**config.mk**
```make
export PLATFORM = sky130hd
export DESIGN_NAME = rv32i_regfile_sb
export DESIGN_NICKNAME = d
export VERILOG_FILES = /design/src/rtl/rv32i_regfile_sb.sv
export SDC_FILE = /design/constraint.sdc
export NUM_CORES = 2
export LEC_CHECK = 0
export CAP_MARGIN = 20
export CORE_UTILIZATION = 40
export DETAILED_ROUTE_END_ITERATION = 6
export HOLD_SLACK_MARGIN = 0.12
export PLACE_DENSITY = 0.64
export SLEW_MARGIN = 20
export SYNTH_ARGS = -nofsm -noshare
export SYNTH_HDL_FRONTEND = slang
export SYNTH_SLANG_ARGS = --single-unit
```
**constraint.sdc**
```tcl
create_clock -name clk -period 3.25 [get_ports clk]
set_input_delay 0.4875 -clock clk [delete_from_list [all_inputs] [get_ports clk]]
set_output_delay 0.4875 -clock clk [all_outputs]
set_load 0.01 [all_outputs]
```
**src/rtl/rv32i_regfile_sb.sv**
```systemverilog
// rv32i_regfile_sb: RV32I integer register file with same-cycle write-back
// bypass and a per-register pending-write scoreboard for RAW hazard stalls.
// x0 is hard-wired to zero and is never pending.
module rv32i_regfile_sb #(
    parameter int              XLEN        = 32,
    parameter int              NUM_REGS    = 32,
    parameter logic [XLEN-1:0] RESET_VALUE = {XLEN{1'b0}},
    localparam int             IDX_W       = $clog2(NUM_REGS)
) (
    input  logic             clk,
    input  logic             reset,
    input  logic             wb_enable,
    input  logic [IDX_W-1:0] wb_reg,
    input  logic [XLEN-1:0]  wb_data,
    input  logic             issue_valid,
    input  logic [IDX_W-1:0] issue_rd,
    input  logic [IDX_W-1:0] rs1_reg,
    input  logic [IDX_W-1:0] rs2_reg,
    output logic [XLEN-1:0]  rs1_data,
    output logic [XLEN-1:0]  rs2_data,
    output logic             rs1_ready,
    output logic             rs2_ready,
    output logic             stall,
    output logic             wb_orphan
);

    logic [XLEN-1:0]     regs_r [0:NUM_REGS-1];
    logic [NUM_REGS-1:0] pending_r;
    logic [NUM_REGS-1:0] pending_next_s;
    logic                wb_orphan_r;
    logic                wb_write_s;
    logic                issue_set_s;
    logic                orphan_set_s;
    logic                bypass1_s;
    logic                bypass2_s;

    // Qualify write-back and issue strobes; x0 never takes part in either.
    always_comb begin
        wb_write_s   = 1'b0;
        issue_set_s  = 1'b0;
        orphan_set_s = 1'b0;
        if (wb_enable && (wb_reg != {IDX_W{1'b0}})) begin
            wb_write_s   = 1'b1;
            orphan_set_s = ~pending_r[wb_reg];
        end else begin
            wb_write_s   = 1'b0;
            orphan_set_s = 1'b0;
        end
        if (issue_valid && (issue_rd != {IDX_W{1'b0}})) begin
            issue_set_s = 1'b1;
        end else begin
            issue_set_s = 1'b0;
        end
    end

    // Next scoreboard state: write-back clears, issue sets afterwards so a
    // same-index issue (newer producer) wins over the write-back.
    always_comb begin
        pending_next_s = pending_r;
        if (wb_write_s) begin
            pending_next_s[wb_reg] = 1'b0;
        end else begin
            pending_next_s = pending_r;
        end
        if (issue_set_s) begin
            pending_next_s[issue_rd] = 1'b1;
        end else begin
            pending_next_s[issue_rd] = pending_next_s[issue_rd];
        end
        pending_next_s[0] = 1'b0;
    end

    // Register array storage; write-back updates one entry per cycle.
    always_ff @(posedge clk or negedge reset) begin
        if (!reset) begin
            for (int i = 0; i < NUM_REGS; i++) begin
                regs_r[i] <= RESET_VALUE;
            end
        end else if (wb_write_s) begin
            regs_r[wb_reg] <= wb_data;
        end
    end

    // Scoreboard and sticky orphan flag; reset discards all outstanding writes.
    always_ff @(posedge clk or negedge reset) begin
        if (!reset) begin
            pending_r   <= {NUM_REGS{1'b0}};
            wb_orphan_r <= 1'b0;
        end else begin
            pending_r <= pending_next_s;
            if (orphan_set_s) begin
                wb_orphan_r <= 1'b1;
            end
        end
    end

    // Bypass is suppressed while reset is held so reads show reset values.
    always_comb begin
        bypass1_s = reset & wb_write_s & (wb_reg == rs1_reg);
        bypass2_s = reset & wb_write_s & (wb_reg == rs2_reg);
    end

    // Read port 1: x0 reads zero, otherwise bypass or array value.
    always_comb begin
        rs1_data  = {XLEN{1'b0}};
        rs1_ready = 1'b1;
        if (rs1_reg == {IDX_W{1'b0}}) begin
            rs1_data  = {XLEN{1'b0}};
            rs1_ready = 1'b1;
        end else if (bypass1_s) begin
            rs1_data  = wb_data;
            rs1_ready = 1'b1;
        end else begin
            rs1_data  = regs_r[rs1_reg];
            rs1_ready = ~pending_r[rs1_reg];
        end
    end

    // Read port 2: identical to port 1 and fully independent of it.
    always_comb begin
        rs2_data  = {XLEN{1'b0}};
        rs2_ready = 1'b1;
        if (rs2_reg == {IDX_W{1'b0}}) begin
            rs2_data  = {XLEN{1'b0}};
            rs2_ready = 1'b1;
        end else if (bypass2_s) begin
            rs2_data  = wb_data;
            rs2_ready = 1'b1;
        end else begin
            rs2_data  = regs_r[rs2_reg];
            rs2_ready = ~pending_r[rs2_reg];
        end
    end

    // Decode stalls whenever either source operand is not yet current.
    always_comb begin
        stall     = ~(rs1_ready & rs2_ready);
        wb_orphan = wb_orphan_r;
    end

endmodule

```
Yosys cells after proc, flatten, opt, wreduce, memory -nomap -nowiden --
Index checks and enable logic that the tools add are counted. Widths: inputs -> output; s select.
Operators by class: magnitude comparators 10, equality and inequality tests 2, mux-type cells 35, bitwise logic cells 14, reduce and logical (&&, ||, !) cells 9
Operators by type and width (number):
- $bwmux 1024 | 1
- $mux 32 | 11
- $bmux 32 s5 | 2
- $demux 32 s5 | 1
- $and 32x32->32 | 1
- $bwmux 32 | 1
- $not 32->32 | 1
- $or 32x32->32 | 1
- $lt 5x6->1 const B | 4
- $bmux 1 s5 | 4
- $ge 6x6->1 const B | 3
- $not 5->6 | 3
- $mux 1 | 13
- $demux 1 s5 | 2
- $eq 5x5->1 | 2
- $ge 5x1->1 const B | 2
- $logic_not 5->1 | 2
- $reduce_bool 5->1 | 2
- $lt 6x1->1 const B | 1
- $logic_and 1x1->1 | 5
- $and 1x1->1 | 4
- $not 1->1 | 4
Storage, ports and cells: register bits 1056, bits of input ports 56, output and inout port bits 68, word-level logic and storage cells 104

Depth between registers and ports, before layout --
word-level depth 11, mapped depth 10, mapped depth without buffers 6

Worst setup path after synthesis --
Ideal clock, no wire load.
path kind input-to-output, start input rs2_reg[0], end output rs2_data[0], arrival time 2378 ps, data required time 2762 ps, setup slack 385 ps, stages 7, buffers on the path 3, cell sequence clkbuf_1 -> buf_4 -> buf_2 -> mux4_2 -> mux4_2 -> mux2i_1 -> a211oi_1
On the way: cells in the longest elaborated chain, start to end 6, elaborated cells between the ends (all ways) 9, classes of those cells eq/ne (1); mux (5); bitwise (2); reduce/logical (1)
RTL lines:
- from (decl) | line 18 | input logic [IDX_W-1:0] rs2_reg,
- $not 5->6 (not written as such) | line 130 | rs2_data = regs_r[rs2_reg];
- $bmux 32 s5 | line 130
- $mux 32 (not written as such) (2 in a row) | line 130
- $mux 32 | line 126 | end else if (bypass2_s) begin
- $mux 32 (*) | line 123 | if (rs2_reg == {IDX_W{1'b0}}) begin
- to (decl) | line 20 | output logic [XLEN-1:0] rs2_data,
Mark *: on every way between the ends. The rest lies on a longest branch, timed or not. The select of a mux whose other input is x is not followed.

Worst setup path in the final report --
start register pending_r[17], end output stall
On the way: cells in the longest elaborated chain, start to end 7, elaborated cells between the ends (all ways) 12, classes of those cells mux (8); bitwise (4)
RTL lines:
- from (decl) | line 28 | logic [NUM_REGS-1:0] pending_r;
- from (signal assigned) | line 87 | pending_r <= {NUM_REGS{1'b0}};
- from (signal assigned) | line 90 | pending_r <= pending_next_s;
- $bmux 1 s5, on equally long branches | line 115, 131
- $mux 1, on equally long branches | line 115, 131
- $not 1->1, on equally long branches | line 115, 131
- $mux 1, on equally long branches | line 110, 126
- $mux 1, on equally long branches | line 107, 123
- $and 1x1->1 (*) | line 137 | stall = ~(rs1_ready & rs2_ready);
- $not 1->1 (*) | line 137
- to (decl) | line 23 | output logic stall,
Marks and branches as above.

==> impl_metrics.yaml <==
pwr:
  p_leak_nw: 29.3
  power.density_nw_per_um2: 592
  swShare_pct: 27.0
  p_sw_mw: 10.9
  combPwrFrac_pct: 23.9
  peakVddDrop_v: 0.000450
  clkPwrFrac_pct: 32.8
  p_seq_share_pct: 43.3
  p_int_mw: 29.6
  power.total_mw: 40.5
worst_setup_path:
  path_buf_inv: 1
  worstReg2RegStart: "pending_r[25]"
  r2r_end: "wb_orphan"
  crit_slowest_cell: "mux4_2"
  critical_path_depth: 6
  slowest_delay_ns: 0.54
  cp.required_ns: 2.76
  cp-startpoint: "pending_r[17]"
  crit_chain: "mux4_2 -> mux4_2 -> and3b_2 -> a31oi_4 -> a21bo_1 -> buf_2"
  crit_path_start_kind: "register"
  endpoint_kind: "primary output"
  crit_type: "reg2out"
  rr_worst_depth: 7
  cp_common_cell: "mux4_2"
  worstPathMaxFanout: 3
  worst_ep_arrival_time_ns: 2.92
  rrSetupSlack_ns: 1.24
  path_delay_family: "multiplexers"
  endpoint: "stall"
synthesis:
  synth.area.mux_share_pct: 46.9
  synth_edf_count: 0
  synth_area_leader_cell: "dfrtp_1"
  synth_compound_area_share_pct: 1.94
  synth_top_family_by_area: "multiplexers"
  synth.avg_cell_area_um2: 15.9
  ys_seq_area_share_pct: 46.1
  synth-simple-area-share_pct: 1.80
  synth_flop_cell: "dfrtp_1"
  synth_cells: 3601
  synth_seq_cells: 1056
  synthAdderAreaFrac_pct: 0
  ys_types: 61
  synthArstFlopShare_pct: 100
  yosys.area.top_type_share_pct: 46.1
  ys_top_cells_by_area: "dfrtp_1 (46%), mux4_2 (26%), mux2_2 (20%)"
  syn_area_um2: 57400
  synth-xor-area-share_pct: 0.153
  synth_nets: 3657
  synth_warnings: 0
placed_design:
  gp_congestion: 0.894
  place_hpwl_mm: 106
  placed_cell_area_um2: 64100
  pre_cts_ws_ns: -0.910
  port_buffers: 123
global_routing:
  grt_pass1_wl_mm: 264
  track_usage_pct: 24.6
  overflow: 0
  antenna_found_initial: 2
  first_global_vias: 37700
  grt_max_degree: 172
clock_network:
  cts_buffers: 112
  cts_tree: "built"
  clock_sinks: 1056
  ctsHtreeMaxLevel: 3
  clock_path_buffers: 3
  clk_pin_slew_ns: 0.06
  clk_latency_ns: 0.73
  cts_root_buffer: "clkbuf_16"
floorplan:
  ioPinCount: 124
  initial_utilization_pct: 40.4
  core_um2: 142000
  die-height_um: 381
  rows: 138
  die_w_um: 381
  dieArea_um2: 145000
layout:
  area_delta_synth_final_pct: 19.4
  stdcell_area_um2: 68500
  seq_area_um2: 26400
  final.fill_count: 12100
  nets: 3891
  drive_above_1_share_pct: 62.0
  final_cell_mix: "dfrtp_1 (1055), mux2_2 (994), mux4_2 (667)"
  antenna_cells: 0
  multiInputGateArea_um2: 29800
  final_common_cell: "dfrtp_1"
  final_util_pct: 48.3
flow_run:
  maxCapViolations: 0
routing:
  routed_wl_mm: 177
  drt-initial-drc-count: 3149
  wl_per_cell_um: 30.4
  firstDrtPassIters: 6
  remaining_drc_errors: 0
  ant_nets: 0
  via_per_inst: 6.20
  routed-via-count: 36100
timing:
  finalCriticalPeriod_ns: 3.41
  fin_skew_ns: 0.00787
  slew_headroom_pct: 30.8
  tightest_slew_ns: 1.04
  setup_viol: 3
  fin_ws_ns: -0.158
  hold_violations: 0
  fin_crit_sh_pct: 105
  rsz0062_at_grt: "true"
  max_freq_mhz: 293
  drv_slew: 0
worst_hold_path:
  hp-class: "in2reg"
run_status:
  status: "finished with violations"
  violations: "setup timing"
## worst min-delay path by stage
stage / start / to / slack, ns / depth (start not counted)
detailed placement: regs_r[1020] / regs_r[1020] / 0.38 / 0
floorplan: reset / pending_r[10] / 0.19 / 0
global route: wb_reg[1] / wb_orphan / 0.37 / 5
finish: wb_reg[0] / wb_orphan / 0.30 / 5
CTS: reset / regs_r[794] / 0.31 / 3
global placement: regs_r[1005] / regs_r[1005] / 0.38 / 0
## area by class of cell
class / instances / share of cell area, %
Sequential cell: 1056 / 38.6
Timing Repair Buffer: 549 / 8.96
Clock buffer: 169 / 4.86
Clock inverter: 33 / 0.659
Multi-Input combinational cell: 2113 / 43.5
Tap cell: 1890 / 3.45
Inverter: 3 / 0.0164
## power by group through the flow
stage	clock, mW	combinational (mW)	sequential, mW
floorplan	0	6.59	17.0
global placement	0	9.35	17.6
detailed placement	0	9.50	17.7
CTS	13.5	9.68	17.5
global route	14.0	10.3	17.9
finish	13.3	9.70	17.6
## sequential cells by signal (all words and copies together), names as in the netlist
register	cells
pending_r	31
regs_r	1024
wb_orphan	1
## Yosys cell counts, drive strengths merged, types with 4 or more instances
library cell,n
a211oi,65
mux4,667
o21ai,13
nand3,5
nand2,50
a22oi,17
and3,4
a21oi,20
or2,4
xor2,4
mux2i,70
a31oi,15
xnor2,6
nor2b,8
dfrtp,1056
mux2,995
nand2b,6
clkbuf,288
and2,10
nor3,10
nor2,101
buf,141
or4,4
## worst register-to-register path, cell delays in order (launching register included)
cell and delay [ns]:
dfrtp_1 0.39, buf_4 0.15, buf_4 0.14, mux4_2 0.44, mux2i_1 0.31, mux4_2 0.31, o2111ai_1 0.12, nand2b_1 0.09
## stage by stage
step / cells / TNS (ns) / hold WS (ns)
global placement: 5562 / -24.24 / 0.376
CTS: 5793 / -0.470 / 0.309
global route: 5813 / -0.433 / 0.366
detailed placement: 5562 / -25.51 / 0.383
floorplan: 3601 / 0 / 0.192
finish: 5813 / -0.199 / 0.301
## kinds of logic (layout without fill, tap and decap cells)
kind of cell	count (synthesis)	count (layout)
buffers and inverters	432	754
flip-flops	1056	1056
AO/OA/AOI/OAI	153	153
XOR/XNOR	10	10
multiplexers	1732	1732
AND/OR/NAND/NOR	218	218
## layer usage
| metal | share of wire [%] | global-route usage (%) |
|---|---|---|
| met1 | 41 | 33.4 |
| met5 | 0 | 0 |
| met3 | 6.1 | 3.67 |
| met4 | 3.7 | 8.95 |
| met2 | 49 | 40.0 |
## what timing repair did
action	CTS	global route
gates resized for setup	317	37
hold endpoints to repair	22	0
setup endpoints to repair	67	42
gates cloned	2	1
hold buffers	1	0
setup buffers	31	20
pin swaps	7	9
Note: power is estimated with default switching activity, not from simulation.
